===== config.mk =====
export PLATFORM = sky130hd
export DESIGN_NAME = memo_recorder_flat
export DESIGN_NICKNAME = d
export VERILOG_FILES = /design/src/rtl/memo_recorder_if.sv /design/src/rtl/memo_recorder.sv /design/src/flat_wrapper.sv
export SDC_FILE = /design/constraint.sdc
export NUM_CORES = 1
export LEC_CHECK = 0
export ABC_CLOCK_PERIOD_IN_PS = 2000
export CAP_MARGIN = 20
export CORE_ASPECT_RATIO = 0.8
export CORE_MARGIN = 2
export CORE_UTILIZATION = 33
export DETAILED_ROUTE_END_ITERATION = 7
export PLACE_DENSITY = 0.73
export SYNTH_ARGS = -nofsm -noshare
export SYNTH_HDL_FRONTEND = slang
export SYNTH_SLANG_ARGS = --single-unit

===== constraint.sdc =====
create_clock -name clk -period 2 [get_ports clk]
set_clock_uncertainty 0.15 [all_clocks]
set_input_delay 0.4 -clock clk [delete_from_list [all_inputs] [get_ports clk]]
set_output_delay 0.4 -clock clk [all_outputs]
set_load 0.02 [all_outputs]

===== src/rtl/memo_recorder_if.sv =====
// Lookup, retire and fill-port signals of the memo recorder.
// master: recorder view (drives the fill offer); slave: core/table view.
interface memo_recorder_if #(
  parameter int XLEN   = 32,
  parameter int HASH_W = 32
);
  logic              lk_valid;
  logic              lk_miss;
  logic [XLEN-1:0]   lk_pc;
  logic [HASH_W-1:0] lk_hash;
  logic [XLEN-1:0]   lk_ra;

  logic              ret_valid;
  logic [XLEN-1:0]   ret_next_pc;
  logic              ret_rd_we;
  logic [4:0]        ret_rd;
  logic [XLEN-1:0]   ret_rd_val;
  logic              ret_side_effect;

  logic              fill_valid;
  logic              fill_ready;
  logic [XLEN-1:0]   fill_pc;
  logic [HASH_W-1:0] fill_hash;
  logic [XLEN-1:0]   fill_ret_pc;
  logic [XLEN-1:0]   fill_a0;
  logic [XLEN-1:0]   fill_a1;
  logic [1:0]        fill_wmask;

  modport master (
    input  lk_valid, lk_miss, lk_pc, lk_hash, lk_ra,
    input  ret_valid, ret_next_pc, ret_rd_we, ret_rd, ret_rd_val, ret_side_effect,
    input  fill_ready,
    output fill_valid, fill_pc, fill_hash, fill_ret_pc, fill_a0, fill_a1, fill_wmask
  );

  modport slave (
    output lk_valid, lk_miss, lk_pc, lk_hash, lk_ra,
    output ret_valid, ret_next_pc, ret_rd_we, ret_rd, ret_rd_val, ret_side_effect,
    output fill_ready,
    input  fill_valid, fill_pc, fill_hash, fill_ret_pc, fill_a0, fill_a1, fill_wmask
  );
endinterface


===== src/rtl/memo_recorder.sv =====
// Records a0/a1 results of a missed memoizable call and offers them as a memo-table fill.
// Define MEMO_REC_STATS_EN to implement dbg_commit_count/dbg_abort_count; otherwise they read 0.
module memo_recorder #(
  parameter int XLEN       = 32,
  parameter int HASH_W     = 32,
  parameter int MAX_CYCLES = 4096
) (
  input  logic                 clk,
  input  logic                 rst_n,
  input  logic                 memo_enable,
  memo_recorder_if.master      bus,
  output logic                 busy,
  output logic [31:0]          dbg_commit_count,
  output logic [31:0]          dbg_abort_count
);
  localparam int CNT_W = (MAX_CYCLES > 1) ? $clog2(MAX_CYCLES) : 1;
  localparam logic [CNT_W-1:0] CNT_LAST = CNT_W'(MAX_CYCLES - 1);

  typedef enum logic [1:0] {S_IDLE, S_TRACK, S_FILL} state_t;

  state_t            state_q, state_d;
  logic [XLEN-1:0]   pc_q, pc_d;
  logic [HASH_W-1:0] hash_q, hash_d;
  logic [XLEN-1:0]   ra_q, ra_d;
  logic [XLEN-1:0]   a0_q, a0_d;
  logic [XLEN-1:0]   a1_q, a1_d;
  logic [1:0]        wmask_q, wmask_d;
  logic [CNT_W-1:0]  cnt_q, cnt_d;
  logic              abort;

  always_ff @(posedge clk or negedge rst_n) begin
    if (!rst_n) begin
      state_q <= S_IDLE;
      pc_q    <= '0;
      hash_q  <= '0;
      ra_q    <= '0;
      a0_q    <= '0;
      a1_q    <= '0;
      wmask_q <= '0;
      cnt_q   <= '0;
    end else begin
      state_q <= state_d;
      pc_q    <= pc_d;
      hash_q  <= hash_d;
      ra_q    <= ra_d;
      a0_q    <= a0_d;
      a1_q    <= a1_d;
      wmask_q <= wmask_d;
      cnt_q   <= cnt_d;
    end
  end

  always_comb begin
    state_d        = state_q;
    pc_d           = pc_q;
    hash_d         = hash_q;
    ra_d           = ra_q;
    a0_d           = a0_q;
    a1_d           = a1_q;
    wmask_d        = wmask_q;
    cnt_d          = cnt_q;
    abort          = 1'b0;
    bus.fill_valid = 1'b0;
    case (state_q)
      S_IDLE: begin
        if (memo_enable && bus.lk_valid && bus.lk_miss) begin
          state_d = S_TRACK;
          pc_d    = bus.lk_pc;
          hash_d  = bus.lk_hash;
          ra_d    = bus.lk_ra;
          a0_d    = '0;
          a1_d    = '0;
          wmask_d = '0;
          cnt_d   = '0;
        end
      end
      S_TRACK: begin
        // Abort is evaluated first so it takes precedence over a same-cycle return.
        abort = !memo_enable || (bus.ret_valid && bus.ret_side_effect) || (cnt_q == CNT_LAST);
        if (abort) begin
          state_d = S_IDLE;
        end else begin
          if (cnt_q != '1) cnt_d = cnt_q + 1'b1;
          if (bus.ret_valid && bus.ret_rd_we) begin
            if (bus.ret_rd == 5'd10) begin
              a0_d       = bus.ret_rd_val;
              wmask_d[0] = 1'b1;
            end
            if (bus.ret_rd == 5'd11) begin
              a1_d       = bus.ret_rd_val;
              wmask_d[1] = 1'b1;
            end
          end
          if (bus.ret_valid && (bus.ret_next_pc == ra_q)) state_d = S_FILL;
        end
      end
      S_FILL: begin
        bus.fill_valid = 1'b1;
        if (bus.fill_ready) state_d = S_IDLE;
      end
      default: state_d = S_IDLE;
    endcase
  end

  assign busy            = (state_q != S_IDLE);
  assign bus.fill_pc     = pc_q;
  assign bus.fill_hash   = hash_q;
  assign bus.fill_ret_pc = ra_q;
  assign bus.fill_a0     = a0_q;
  assign bus.fill_a1     = a1_q;
  assign bus.fill_wmask  = wmask_q;

`ifdef MEMO_REC_STATS_EN
  logic [31:0] commit_q, abort_cnt_q;
  logic        commit_inc, abort_inc;

  assign commit_inc = (state_q == S_FILL) && bus.fill_ready;
  assign abort_inc  = (state_q == S_TRACK) && abort;

  always_ff @(posedge clk or negedge rst_n) begin
    if (!rst_n) begin
      commit_q    <= '0;
      abort_cnt_q <= '0;
    end else begin
      if (commit_inc) commit_q    <= commit_q + 32'd1;
      if (abort_inc)  abort_cnt_q <= abort_cnt_q + 32'd1;
    end
  end

  assign dbg_commit_count = commit_q;
  assign dbg_abort_count  = abort_cnt_q;
`else
  assign dbg_commit_count = '0;
  assign dbg_abort_count  = '0;
`endif
endmodule

===== src/flat_wrapper.sv =====
// flat-port wrapper written by rule: the top's interface ports become plain ports
module memo_recorder_flat 
#(
  parameter int XLEN       = 32,
  parameter int HASH_W     = 32,
  parameter int MAX_CYCLES = 4096
)
  (clk, rst_n, memo_enable, busy, dbg_commit_count, dbg_abort_count, bus_lk_valid, bus_lk_miss, bus_lk_pc, bus_lk_hash, bus_lk_ra, bus_ret_valid, bus_ret_next_pc, bus_ret_rd_we, bus_ret_rd, bus_ret_rd_val, bus_ret_side_effect, bus_fill_ready, bus_fill_valid, bus_fill_pc, bus_fill_hash, bus_fill_ret_pc, bus_fill_a0, bus_fill_a1, bus_fill_wmask);
  memo_recorder_if #(.XLEN(XLEN), .HASH_W(HASH_W)) bus_i ();
  input  logic clk;
  input  logic rst_n;
  input  logic memo_enable;
  output logic busy;
  output logic [31:0] dbg_commit_count;
  output logic [31:0] dbg_abort_count;
  input wire logic [$bits(bus_i.lk_valid)-1:0] bus_lk_valid;
  input wire logic [$bits(bus_i.lk_miss)-1:0] bus_lk_miss;
  input wire logic [$bits(bus_i.lk_pc)-1:0] bus_lk_pc;
  input wire logic [$bits(bus_i.lk_hash)-1:0] bus_lk_hash;
  input wire logic [$bits(bus_i.lk_ra)-1:0] bus_lk_ra;
  input wire logic [$bits(bus_i.ret_valid)-1:0] bus_ret_valid;
  input wire logic [$bits(bus_i.ret_next_pc)-1:0] bus_ret_next_pc;
  input wire logic [$bits(bus_i.ret_rd_we)-1:0] bus_ret_rd_we;
  input wire logic [$bits(bus_i.ret_rd)-1:0] bus_ret_rd;
  input wire logic [$bits(bus_i.ret_rd_val)-1:0] bus_ret_rd_val;
  input wire logic [$bits(bus_i.ret_side_effect)-1:0] bus_ret_side_effect;
  input wire logic [$bits(bus_i.fill_ready)-1:0] bus_fill_ready;
  output wire logic [$bits(bus_i.fill_valid)-1:0] bus_fill_valid;
  output wire logic [$bits(bus_i.fill_pc)-1:0] bus_fill_pc;
  output wire logic [$bits(bus_i.fill_hash)-1:0] bus_fill_hash;
  output wire logic [$bits(bus_i.fill_ret_pc)-1:0] bus_fill_ret_pc;
  output wire logic [$bits(bus_i.fill_a0)-1:0] bus_fill_a0;
  output wire logic [$bits(bus_i.fill_a1)-1:0] bus_fill_a1;
  output wire logic [$bits(bus_i.fill_wmask)-1:0] bus_fill_wmask;
  assign bus_i.lk_valid = bus_lk_valid;
  assign bus_i.lk_miss = bus_lk_miss;
  assign bus_i.lk_pc = bus_lk_pc;
  assign bus_i.lk_hash = bus_lk_hash;
  assign bus_i.lk_ra = bus_lk_ra;
  assign bus_i.ret_valid = bus_ret_valid;
  assign bus_i.ret_next_pc = bus_ret_next_pc;
  assign bus_i.ret_rd_we = bus_ret_rd_we;
  assign bus_i.ret_rd = bus_ret_rd;
  assign bus_i.ret_rd_val = bus_ret_rd_val;
  assign bus_i.ret_side_effect = bus_ret_side_effect;
  assign bus_i.fill_ready = bus_fill_ready;
  assign bus_fill_valid = bus_i.fill_valid;
  assign bus_fill_pc = bus_i.fill_pc;
  assign bus_fill_hash = bus_i.fill_hash;
  assign bus_fill_ret_pc = bus_i.fill_ret_pc;
  assign bus_fill_a0 = bus_i.fill_a0;
  assign bus_fill_a1 = bus_i.fill_a1;
  assign bus_fill_wmask = bus_i.fill_wmask;
  memo_recorder #(.XLEN(XLEN), .HASH_W(HASH_W), .MAX_CYCLES(MAX_CYCLES)) u_core (.clk(clk), .rst_n(rst_n), .memo_enable(memo_enable), .bus(bus_i), .busy(busy), .dbg_commit_count(dbg_commit_count), .dbg_abort_count(dbg_abort_count));
endmodule

==> flow_summary.yaml <==
grt:
  track_usage_pct: 18.6
  grt-ovfl-total: 0
  grt-busiest-layer: "met2"
  gr-usage-met1_pct: 23.3
  grt_start_max_net_pins: 46
  grt_pass1_vias: 6580
  met3_usage_pct: 6.90
  grt_use_met2_pct: 30.7
  grt_pass1_wl_um: 36500
  antenna_found_initial: 1
logic_synthesis:
  synthFlopType: "dfrtp_1"
  synth_area_mm2: 0.00808
  yosys-top-cells-count: "nand2_1 (295), dfrtp_1 (176), buf_4 (64)"
  avgSynthCellArea_um2: 10.4
  synth_area_leader_cell: "dfrtp_1"
  seq_area_frac_synth_pct: 54.5
  async_reset_ff_share_pct: 100
  ys_seq_elements: 176
  postSynthCellCount: 780
  synth_area_leaders: "dfrtp_1 (55%), nand2_1 (14%), buf_4 (5.9%)"
  yosysWarnings: 0
  yosys.cell_count.top_type: "nand2_1"
  yosysTopAreaCellShare_pct: 54.5
  post_synth_num_cell_types: 43
  synth_edf_count: 0
place:
  dp_cells: 1448
  gp_congestion: 0.778
  port_buffers: 337
  dp_hpwl_um: 18100
pwr:
  ir_worst_vdd_uv: 599
  p_switching_mw: 3.64
  power_frac_seq_pct: 40.2
  power_density_mw_per_mm2: 857
  total_power_mw: 11.1
  switching_share_pct: 32.8
  p_int_mw: 7.46
  pwr-share-clk_pct: 31.2
  p_comb_share_pct: 28.6
  total_leakage_power_nw: 7.39
drt:
  wl_per_cell_um: 16.7
  drtPass1Iterations: 6
  drt_iter0_drc: 236
  ant_nets: 0
  vias: 6511
  wirelength_um: 24800
  vias_per_cell: 4.38
  drc: 0
timing:
  period_minus_slack_ns: 2.09
  final-hold-violation-count: 0
  grt_setup_unrepaired: "true"
  holdWs_ns: 0.321
  setup_slack_ns: -0.0929
  post-route-period-util_pct: 105
  slew_viol_final: 0
  fmax_ghz: 0.478
  slew_headroom_pct: 63.2
  setup_viol: 64
  fin_setup_tns_ns: -3.30
  worst_slew_pin_slew_ns: 0.552
floorplanning:
  coreArea_mm2: 0.0242
  die_y_um: 144
  die_area_mm2: 0.0257
  num_rows: 51
  fp.dieW_um: 179
  io_pins: 402
  start_util_pct: 33.4
finish:
  finalNetCount: 1332
  drive_above_1_share_pct: 15.1
  n_fill_cell: 2097
  syn2layout_area_growth_pct: 60.4
  insertedDiodeCount: 0
  final_cell_count_no_fill: 1488
clocking:
  clk_pin_slew_ns: 0.08
  numCtsBuffers: 17
  clk_latency_ns: 0.42
  cts_num_sinks: 176
  cts_root_buf: "clkbuf_16"
  htreeDepth: 4
  cts_tree: "yes"
  clk_path_buf_depth: 2
worst_setup_path:
  crit_fanout: 8
  arrival_ns: 2.26
  worstPathRequired_ns: 2.16
  start_kind: "flip-flop"
  crit_path_end_kind: "flip-flop"
  path_class: "reg2reg"
status:
  status: "finished, violations left"
  violations: "setup timing"
flow_run:
  max-cap-violations: 0
worst_hold_path:
  hold_class: "reg2reg"
## power groups by stage
stage | sequential (mW) | combinational [mW] | clock (mW)
floorplan | 5.10 | 0.900 | 0
global placement | 4.52 | 3.19 | 0
detailed placement | 4.53 | 3.23 | 0
CTS | 4.47 | 3.19 | 3.54
global route | 4.53 | 3.41 | 3.71
finish | 4.46 | 3.18 | 3.46
## critical path, cell delays in order (launching register included)
cell       delay [ns]
dfrtp_1          0.38
ha_2             0.20
nand2_2          0.08
nor4_4           0.33
o21ai_2          0.15
nand3b_4         0.18
clkbuf_16        0.21
mux2_4           0.30
## final timing paths
kind | from | cells after the start | to | slack (ns)
max in group asynchronous | rst_n | 3 | u_core.state_q[0] | 0.77
worst max-delay path | u_core.cnt_q[1] | 7 | u_core.bus.fill_a0[20] | -0.09
worst min register to register | u_core.bus.fill_pc[26] | 2 | u_core.bus.fill_pc[26] | 0.32
worst max register to register | u_core.cnt_q[1] | 7 | u_core.bus.fill_a0[20] | -0.09
worst min-delay path | u_core.bus.fill_pc[26] | 2 | u_core.bus.fill_pc[26] | 0.32
min in group asynchronous | rst_n | 2 | u_core.bus.fill_hash[30] | 0.36
## cells in the final DEF, fill, tap and decap left out, types with 4 or more instances in the layout
cell	netlist	routed
mux2_4	29	57
buf_12	3	16
nor4_1	11	5
nor3_1	4	4
nand3_1	9	8
and2_1	32	32
xnor2_1	10	10
dlygate4sd2_1	0	49
clkbuf_16	0	18
mux2_1	29	4
xor2_1	31	31
inv_8	0	5
or2_2	5	4
nor4_2	0	6
buf_4	64	37
dlymetal6s2s_1	0	67
nand2_1	295	294
dfrtp_1	176	173
nor2_1	10	10
conb_1	1	64
inv_1	5	5
clkdlybuf4s50_1	0	218
a21oi_1	4	4
## flip-flops by register name, indices dropped and copies added (netlist names)
register / flops
u_core.state_q: 2
u_core.bus.fill_pc: 32
u_core.bus.fill_hash: 32
u_core.cnt_q: 12
u_core.bus.fill_ret_pc: 32
u_core.bus.fill_wmask: 2
u_core.bus.fill_a1: 32
u_core.bus.fill_a0: 32
## cells by family (layout without fill, tap and decap cells)
group | after synthesis | in the layout | share of synthesized area, %
muxes | 64 | 64 | 10.3
DFF | 176 | 176 | 54.5
xor gates and xnor gates | 41 | 41 | 4.45
other | 1 | 64 | 0.0464
and+or+nand+nor | 380 | 380 | 20.4
AOI/OAI and AO/OA | 15 | 15 | 1.47
adders and majority gates | 1 | 1 | 0.155
buffers and inverters | 102 | 429 | 8.66
## repair_timing
action | CTS | global route
resized for setup | 71 | 100
setup buffers | 3 | 3
endpoints found under the setup margin | 112 | 133
gates cloned | 3 | 1
hold buffers | 1 | 0
hold endpoints to repair | 35 | 0
pin swaps | 0 | 10
## area by class of cell
cell class	count	area, µm²	area share [%]
Tap cell	318	398	3.07
Timing Repair Buffer	392	4110	31.7
Inverter	5	18.8	0.145
Clock inverter	14	170	1.31
Sequential cell	176	4410	34.0
Multi-Input combinational cell	565	3410	26.3
Clock buffer	18	439	3.39
## per-layer routing
layer	part of all wire [%]	up-vias
met4	0.93	2
met1	42	3137
met2	48	240
met3	9.3	19
li1	-	3113
met5	0.052	-
## through the flow
step	cell area, µm²	util (%)	setup slack (ns)
6_report	13000	53.6	-0.0929
5_1_grt	13000	53.6	-0.222
4_1_cts	12700	52.5	-0.0912
3_5_place_dp	11900	49.4	-0.642
3_3_place_gp	11900	49.4	-0.587
2_1_floorplan	8320	-	0.0159
Power figures use the tool's default switching activity.
